## src/rtl/mem_port_arbiter.sv

```systemverilog
// Arbitrates the core and host ports onto one data-memory port: round-robin on
// conflict, fixed ISSUE/WAIT/RESP sequencing, and a bounded wait for mem_ready.
module mem_port_arbiter #(
  parameter int unsigned ADDR_W  = 16,
  parameter int unsigned DATA_W  = 32,
  parameter int unsigned TIMEOUT = 15
) (
  input  logic              clk,
  input  logic              reset,
  input  logic              c_req,
  input  logic              c_we,
  input  logic [ADDR_W-1:0] c_addr,
  input  logic [DATA_W-1:0] c_wdata,
  output logic [DATA_W-1:0] c_rdata,
  output logic              c_ready,
  output logic              c_err,
  input  logic              h_req,
  input  logic              h_we,
  input  logic [ADDR_W-1:0] h_addr,
  input  logic [DATA_W-1:0] h_wdata,
  output logic [DATA_W-1:0] h_rdata,
  output logic              h_ready,
  output logic              h_err,
  output logic [ADDR_W-1:0] mem_addr,
  output logic [DATA_W-1:0] mem_wdata,
  output logic              mem_we,
  output logic              mem_re,
  input  logic [DATA_W-1:0] mem_rdata,
  input  logic              mem_ready
);

  localparam int unsigned TMR_W = $clog2(TIMEOUT + 1);
  localparam logic        GNT_CORE = 1'b0;
  localparam logic        GNT_HOST = 1'b1;

  typedef enum logic [1:0] {IDLE, ISSUE, WAIT, RESP} state_e;

  state_e              state_q, state_d;
  logic                gnt_q, gnt_d;
  logic                last_q, last_d;
  logic                we_q, we_d;
  logic [ADDR_W-1:0]   addr_q, addr_d;
  logic [DATA_W-1:0]   wdata_q, wdata_d;
  logic [TMR_W-1:0]    timer_q, timer_d;
  logic                err_q, err_d;
  logic [DATA_W-1:0]   c_rdata_q, c_rdata_d;
  logic [DATA_W-1:0]   h_rdata_q, h_rdata_d;
  logic                win;

  // State and datapath registers
  always_ff @(posedge clk or negedge reset) begin
    if (!reset) begin
      state_q   <= IDLE;
      gnt_q     <= GNT_CORE;
      last_q    <= GNT_HOST;
      we_q      <= 1'b0;
      addr_q    <= '0;
      wdata_q   <= '0;
      timer_q   <= '0;
      err_q     <= 1'b0;
      c_rdata_q <= '0;
      h_rdata_q <= '0;
    end else begin
      state_q   <= state_d;
      gnt_q     <= gnt_d;
      last_q    <= last_d;
      we_q      <= we_d;
      addr_q    <= addr_d;
      wdata_q   <= wdata_d;
      timer_q   <= timer_d;
      err_q     <= err_d;
      c_rdata_q <= c_rdata_d;
      h_rdata_q <= h_rdata_d;
    end
  end

  // Next-state logic: grant in IDLE, strobe in ISSUE, bounded wait, respond
  always_comb begin
    state_d   = state_q;
    gnt_d     = gnt_q;
    last_d    = last_q;
    we_d      = we_q;
    addr_d    = addr_q;
    wdata_d   = wdata_q;
    timer_d   = timer_q;
    err_d     = err_q;
    c_rdata_d = c_rdata_q;
    h_rdata_d = h_rdata_q;
    win       = GNT_CORE;

    case (state_q)
      IDLE: begin
        if (c_req || h_req) begin
          // On conflict the requester that did not win last time goes first
          win     = (c_req && h_req) ? ~last_q : h_req;
          gnt_d   = win;
          we_d    = win ? h_we    : c_we;
          addr_d  = win ? h_addr  : c_addr;
          wdata_d = win ? h_wdata : c_wdata;
          err_d   = 1'b0;
          state_d = ISSUE;
        end
      end
      ISSUE: begin
        timer_d = '0;
        state_d = WAIT;
      end
      WAIT: begin
        if (mem_ready) begin
          if (!we_q) begin
            if (gnt_q == GNT_HOST) h_rdata_d = mem_rdata;
            else                   c_rdata_d = mem_rdata;
          end
          err_d   = 1'b0;
          state_d = RESP;
        end else if (timer_q == TMR_W'(TIMEOUT - 1)) begin
          err_d   = 1'b1;
          state_d = RESP;
        end else begin
          timer_d = timer_q + TMR_W'(1);
        end
      end
      RESP: begin
        last_d  = gnt_q;
        state_d = IDLE;
      end
      default: state_d = IDLE;
    endcase
  end

  // Outputs decoded from registered state only
  assign mem_addr  = addr_q;
  assign mem_wdata = wdata_q;
  assign mem_we    = (state_q == ISSUE) &&  we_q;
  assign mem_re    = (state_q == ISSUE) && !we_q;
  assign c_ready   = (state_q == RESP) && (gnt_q == GNT_CORE);
  assign h_ready   = (state_q == RESP) && (gnt_q == GNT_HOST);
  assign c_err     = c_ready && err_q;
  assign h_err     = h_ready && err_q;
  assign c_rdata   = c_rdata_q;
  assign h_rdata   = h_rdata_q;

endmodule

```

## config.mk

```make
export PLATFORM = sky130hd
export DESIGN_NAME = mem_port_arbiter
export DESIGN_NICKNAME = d
export VERILOG_FILES = /design/src/rtl/mem_port_arbiter.sv
export SDC_FILE = /design/constraint.sdc
export NUM_CORES = 1
export LEC_CHECK = 0
export BUFFER_PORTS_ARGS = -buffer_cell sky130_fd_sc_hd__buf_2
export CORE_MARGIN = 2
export CORE_UTILIZATION = 48
export CTS_BUF_LIST = sky130_fd_sc_hd__clkbuf_8
export DETAILED_ROUTE_END_ITERATION = 10
export PLACE_DENSITY = 0.82
export SYNTH_ARGS = -nofsm -noshare
export SYNTH_HDL_FRONTEND = slang
export SYNTH_SLANG_ARGS = --single-unit
```

## constraint.sdc

```tcl
create_clock -name clk -period 2.6 [get_ports clk]
set_clock_uncertainty 0.2 [all_clocks]
set_input_delay 0.13 -clock clk [delete_from_list [all_inputs] [get_ports clk]]
set_output_delay 0.13 -clock clk [all_outputs]
set_load 0.1 [all_outputs]
```

==> summary.txt, run 1 <==
Floorplan
  • Core area: 0.01089 mm^2
  • # IOs: 253
  • Die area: between 0.01 and 0.015 mm^2
  • Initial Utilization: 0.4940
  • Site Rows: 38
  • Chip width: ~110 um
  • Die H: roughly 110 um

Hold path
  • HP Class: in2async

Routing
  • DRT antenna net count: 0
  • DRT iter0 DRCs: a little under 300
  • Via density: ~5.2
  • Drt drc: 0
  • Via Count: 4,944
  • Pre-Repair DR Iteration Count: 6
  • Total wire length: between 15,000 and 20,000 um
  • Wirelength per Cell: 18.83 um

Setup path
  • Worst path bufs/invs: 2
  • Crit path launch type: flop
  • CP peak stage delay: roughly 0.60 ns
  • CP Capture Type: flop
  • Slowest-stage cell, CP: dlygate4sd3_1
  • CP cell instances: a21bo_4 -> buf_4 -> mux2i_1 -> dlygate4sd3_1 -> o21ai_0
  • Path type of the worst setup path: reg2reg
  • CP max FO: 18
  • Delay-heaviest family, CP: buffers and inverters
  • Required time worst endpoint: 2.70 ns
  • Worst Path Arrival: between 2 and 3 ns

Timing
  • Fin Hold WS: 0.09457 ns
  • Max Fclk: just over 400 MHz
  • RSZ-0062 raised after global routing: false
  • Worst-Margin Slew: roughly 0.53 ns
  • Final setup viols: 0
  • Setup tns final: 0 ns
  • Fin. Hold Viols: 0
  • Tmin final: 2.436 ns
  • Rel. slew slack: 0.6481
  • Fin crit share: 0.9368
  • Max Slew Vio Count: 0

Cells and area
  • Antenna cell count: 0
  • Share of cells above drive strength 1: 0.4470
  • Fillers: 576
  • Cell area after layout: 0.008593 mm^2
  • # nets final: around 940
  • Syn-to-layout area delta: 59.76%

GRT
  • Overflow left after global routing: 0
  • Vias in the first global route: 5,335
  • First-pass GRT wire length: about 27,000 um
  • Total Routing Usage GR: 0.3028
  • Pin count of the biggest net entering global routing: 86
  • Initial antenna violation count: 0

Clock network
  • CTS tree: yes
  • Worst-Skew Late Latency: about 0.44 ns
  • CTS Buffer Depth: 2
  • CTS buffer count: 17
  • Post-CTS Setup Repair Bufs: 0
  • CTS sink count: ~120
  • Htree depth: 4
  • Clock edge transition at the registers on the reported setup and hold paths: 0.07 ns
  • Clock Tree Root: clkbuf_8

Synth
  • Mapped Nets: 548
  • Synth Cell Area: about 0.0054 mm^2
  • Yosys warning total: 0
  • Count of state elements after synthesis: 122
  • Post-Synthesis Mean Instance Area: approximately 13 um^2
  • Mapped Cells: 406
  • Synth cell types: 31
  • Sequential area share after synthesis: 0.5678

Placed design
  • Cell Area, Placed: between 0.006 and 0.007 mm^2
  • Post-DP HPWL: slightly below 10,000 um
  • PortBufs: around 250
  • Placer Congestion: approximately 0.8

Run
  • Max-Cap Viols: 0

Run status
  • Outcome: finished clean
[cells by family after synthesis]
group           share of synthesized area
fa+ha+maj                         0.01628
compound gates                    0.06094
mux                                0.2540
simple gates                      0.06397
flops                              0.5678
buf+inv                           0.03699
[placed cells by master (no fill, tap or decap)]
| master | netlist | final |
|---|---|---|
| clkinvlp_4 | 0 | 2 |
| o2bb2ai_1 | 1 | 1 |
| mux2_1 | 2 | 2 |
| ha_1 | 7 | 7 |
| dfstp_2 | 1 | 1 |
| nand2_1 | 54 | 54 |
| dfrtp_1 | 121 | 121 |
| o21ai_4 | 0 | 1 |
| buf_2 | 3 | 251 |
| o32a_1 | 1 | 1 |
| nand2b_1 | 1 | 1 |
| a21oi_1 | 1 | 1 |
| and2b_1 | 2 | 2 |
| nor2b_2 | 0 | 1 |
| nor2_1 | 2 | 2 |
| and2_2 | 0 | 1 |
| inv_1 | 5 | 7 |
| o21ai_0 | 51 | 51 |
| nand3_1 | 1 | 1 |
| o22ai_1 | 2 | 2 |
| nor3b_1 | 1 | 1 |
| a41oi_1 | 2 | 2 |
| and3_1 | 1 | 1 |
| buf_4 | 0 | 8 |
| nor3_4 | 1 | 1 |
| nand4b_4 | 1 | 1 |
| bufinv_16 | 0 | 4 |
| nor2b_1 | 4 | 3 |
| mux2_2 | 34 | 34 |
| clkinv_2 | 0 | 2 |
| mux2_4 | 30 | 30 |
| mux2i_1 | 51 | 51 |
| and4b_1 | 1 | 1 |
| clkbuf_8 | 0 | 19 |
| dlygate4sd3_1 | 0 | 135 |
| buf_12 | 0 | 6 |
| and2_1 | 3 | 2 |
| a21bo_4 | 0 | 1 |
[per-layer routing]
metal  vias up  GRT usage  wire length [um]
li1       2210          -                 -
met1      2372     0.3478              6696
met2       299     0.5066              9049
met3        63     0.1014              1552
met4         0     0.1456               631
met5         -          0                 0
[flip-flops by register name (all words and copies together) (netlist names)]
| signal | count |
|---|---|
| c_rdata | 32 |
| h_rdata | 32 |
| mem_wdata | 32 |
| mem_addr | 16 |
| timer_q | 4 |
| state_q | 2 |
| err_q | 1 |
| gnt_q | 1 |
| last_q | 1 |
| we_q | 1 |
[cell usage after synthesis]
library cell,instances,area [um^2]
and3_1,1,6.260
nor3b_1,1,7.510
nand4b_4,1,23.77
nor2b_1,4,25.02
mux2_4,30,450.4
ha_1,7,87.58
a41oi_1,2,17.52
and4b_1,1,10.01
clkbuf_1,8,30.03
nand2b_1,1,6.260
mux2_2,34,382.9
dfstp_2,1,26.28
a21bo_2,1,10.01
and2b_1,2,15.01
nand3_1,1,5.000
nand2_1,54,202.7
mux2_1,2,22.52
and2_1,3,18.77
o22ai_1,2,12.51
mux2i_1,51,510.5
nor2_1,2,7.510
a21oi_1,1,5.000
o2bb2ai_1,1,8.760
nor3_4,1,16.27
buf_6,12,135.1
dfrtp_1,121,3028
o21ai_2,1,8.760
o21ai_0,51,255.2
inv_1,5,18.77
o32a_1,1,10.01
buf_2,3,15.01
[metrics by stage]
step	setup WS (ns)	instances	utilization
after CTS	0.1136	952	0.7887
after floorplan	0.2243	406	-
after global placement	0.4724	787	0.6247
final	0.1642	952	0.7892
after global routing	0.07780	952	0.7892
after detailed placement	0.3850	787	0.6247
[final cells by class]
| cell class | count | area [um^2] | area share |
|---|---|---|---|
| timing repair buffer | 400 | 2788 | 0.3244 |
| tap | 140 | 175.2 | 0.02038 |
| inverter | 5 | 18.77 | 0.002184 |
| multi-input combinational | 256 | 2143 | 0.2494 |
| clock buffer | 19 | 261.5 | 0.03043 |
| clock inverter | 10 | 152.6 | 0.01776 |
| sequential | 122 | 3054 | 0.3554 |
[timing repair]
item | CTS | global route
hold buffers | 136 | 0
endpoints found under the hold margin | 237 | 0
setup endpoints to repair | 0 | 17
gates resized for setup | 0 | 1
[worst paths after layout]
check,endpoint,slack [ns],startpoint,depth (start not counted)
max in group asynchronous,mem_wdata[20],1.70,reset,3
setup / recovery,mem_wdata[25],0.16,last_q,5
hold / removal,last_q,0.09,reset,2
setup reg to reg,mem_wdata[25],0.16,last_q,5
hold reg to reg,mem_wdata[12],0.27,mem_wdata[12],2
min in group clk,h_rdata[22],0.27,mem_rdata[22],3
Power of run 1 is left out: the tool's default activity adds up to more than one toggle a clock period on the data nets, which glitch-free logic cannot reach.
==> run 2: changes to the inputs <==
--- a/config.mk
+++ b/config.mk
@@ -5,12 +5,13 @@
 export SDC_FILE = /design/constraint.sdc
 export NUM_CORES = 1
 export LEC_CHECK = 0
+export ABC_AREA = 1
 export BUFFER_PORTS_ARGS = -buffer_cell sky130_fd_sc_hd__buf_2
 export CORE_MARGIN = 2
-export CORE_UTILIZATION = 48
+export CORE_UTILIZATION = 44
 export CTS_BUF_LIST = sky130_fd_sc_hd__clkbuf_8
 export DETAILED_ROUTE_END_ITERATION = 10
-export PLACE_DENSITY = 0.82
+export PLACE_DENSITY = 0.79
 export SYNTH_ARGS = -nofsm -noshare
 export SYNTH_HDL_FRONTEND = slang
 export SYNTH_SLANG_ARGS = --single-unit
==> constraint.sdc (replaced) <==
create_clock -name clk -period 2.23 [get_ports clk]
set_clock_uncertainty 0.2 [all_clocks]
set_input_delay 0.1115 -clock clk [delete_from_list [all_inputs] [get_ports clk]]
set_output_delay 0.1115 -clock clk [all_outputs]
set_load 0.1 [all_outputs]
==> run 2 against run 1 <==
Worst hold slack improved by 0.0048 ns. Register-to-register slack better by 0.07 ns. Count of clock-buffer cells in the layout is 2 lower. Highest routed layer unchanged. Critical path type is now reg2out. Cell count increased by 26%. Largest cell class unchanged.
==> summary.txt, run 2 <==
Routing
  • Wirelength per Cell: 15.36 um
  • DRT antenna net count: 0
  • Via density: ~4.9
  • Total wire length: 18,370 um
  • Drt drc: 0
  • DRT iter0 DRCs: around 520
  • Pre-Repair DR Iteration Count: 5
  • Via Count: 5,868

Timing
  • Setup tns final: 0 ns
  • Worst-Margin Slew: ~0.75 ns
  • Fin. Hold Viols: 0
  • RSZ-0062 raised after global routing: false
  • Max Slew Vio Count: 0
  • Max Fclk: between 400 and 500 MHz
  • Fin crit share: 0.9335
  • Tmin final: roughly 2.1 ns
  • Final setup viols: 0
  • Rel. slew slack: 0.4969

Clock network
  • CTS sink count: 122
  • Htree depth: 4
  • Post-CTS Setup Repair Bufs: 0
  • Clock edge transition at the registers on the reported setup and hold paths: about 0.08 ns
  • CTS buffer count: 17
  • CTS Buffer Depth: 2
  • CTS tree: yes
  • Worst-Skew Late Latency: between 0.4 and 0.5 ns
  • Clock Tree Root: clkbuf_8

Setup path
  • Required time worst endpoint: around 1.9 ns
  • Delay-heaviest family, CP: buffers and inverters
  • Path type of the worst setup path: reg2out
  • CP peak stage delay: roughly 0.43 ns
  • CP max FO: 4
  • Slowest-stage cell, CP: buf_2
  • Worst path bufs/invs: 3
  • Crit path launch type: flop
  • CP cell instances: inv_1 -> ha_1 -> inv_1 -> nor2_2 -> buf_2
  • Worst Path Arrival: about 1.8 ns
  • Most frequent cell on the critical path: inv_1
  • CP Capture Type: output port

Synth
  • Most frequent cell after synthesis: nand2_1
  • Synth area leaders: dfrtp_1, nand2_1, o211ai_1
  • Synth cell types: 26
  • Synth async-reset ratio: 1.000
  • Number of flops mapped to enable cells by yosys: 0
  • Post-synth top area share: 0.5500
  • Main synth FF type: dfrtp_1
  • Most frequent cells after synthesis: nand2_1, dfrtp_1, inv_1
  • Count of state elements after synthesis: around 120
  • Yosys warning total: 0
  • Mapped Nets: around 770
  • Yosys top cell by area: dfrtp_1
  • Sequential area share after synthesis: 0.5548
  • Post-Synthesis Mean Instance Area: between 8 and 9 um^2
  • Synth Cell Area: roughly 0.0055 mm^2
  • Mapped Cells: 631

GRT
  • First-pass GRT wire length: about 29,000 um
  • Vias in the first global route: a little under 6,000
  • Pin count of the biggest net entering global routing: 100
  • Initial antenna violation count: 1
  • Total Routing Usage GR: 0.2789
  • Overflow left after global routing: 0

Cells and area
  • # nets final: roughly 1,200
  • Post-Route Utilization: 0.7160
  • Highest-count cells in the layout ignoring fill and taps: buf_2, nand2_1, dlygate4sd3_1, dfrtp_1, inv_1
  • Syn-to-layout area delta: 57.52%
  • Commonest non-fill, non-tap cell in the layout: buf_2
  • Share of cells above drive strength 1: 0.3184

Placed design
  • Placer Congestion: 0.8179
  • PortBufs: around 250
  • Post-DP HPWL: 9791 um

Floorplan
  • # IOs: approximately 250
  • Die H: between 100 and 150 um
  • Die area: around 0.013 mm^2
  • Core area: 0.01211 mm^2
  • Chip width: around 120 um
  • Site Rows: 40
  • Initial Utilization: 0.4545

Hold path
  • HP Class: in2async

Run
  • Max-Cap Viols: 0

Run status
  • Outcome: finished clean
run 2: final timing paths:
kind                                      end  depth (start not counted)        start  slack [ns]
min in group clk                mem_wdata[21]                          4  h_wdata[21]        0.25
worst max-delay path                   mem_re                          5   state_q[1]        0.15
worst min-delay path             mem_addr[15]                          3        reset         0.1
max in group asynchronous         c_rdata[22]                          3        reset        0.57
worst max register to register   mem_wdata[2]                          7   state_q[1]        0.23
worst min register to register         last_q                          2       last_q        0.27
run 2: metal layers:
metal | part of all wire | track usage | up-vias
met3 | 0.065 | 0.09205 | 114
met5 | 0 | 0 | -
li1 | - | - | 2754
met2 | 0.51 | 0.4733 | 337
met1 | 0.36 | 0.2877 | 2663
met4 | 0.065 | 0.2056 | 0
run 2: timing repair:
action | CTS | global route
endpoints found under the hold margin | 239 | 0
gates resized for setup | 0 | 3
hold buffers | 137 | 0
endpoints found under the setup margin | 0 | 1
run 2: kinds of logic after synthesis:
logic type                 synth area share
and+or+nand+nor                      0.1766
buffers and inverters                0.1011
AOI/OAI and AO/OA                    0.1516
DFF                                  0.5548
adders and majority gates           0.01591
run 2: per-stage QoR:
step | setup slack (ns) | std cells | cell area, um^2 | hold WS, ns
floorplan | 0.04584 | 631 | 5513 | -0.3841
global placement | 0.3381 | 1026 | 6897 | -0.07702
detailed placement | 0.2660 | 1026 | 6897 | -0.06352
CTS | 0.1146 | 1195 | 8663 | 0.01561
global route | 0.03597 | 1196 | 8672 | 0.05109
finish | 0.1482 | 1196 | 8672 | 0.09936
run 2: worst min-delay path, stage by stage:
cell,delay [ns]
dlygate4sd3_1,0.56
buf_4,0.21
buf_12,0.20
run 2: cell type report:
cell class	instances	area [um^2]
clock inverters	15	151.4
flip-flops and latches	122	3054
diodes	1	2.502
clock buffers	17	234.0
inverters	97	366.6
repair buffers	396	2751
fillers	857	3440
multi-input cells	380	1902
well taps	168	210.2
Power of run 2 is left out for the same reason.
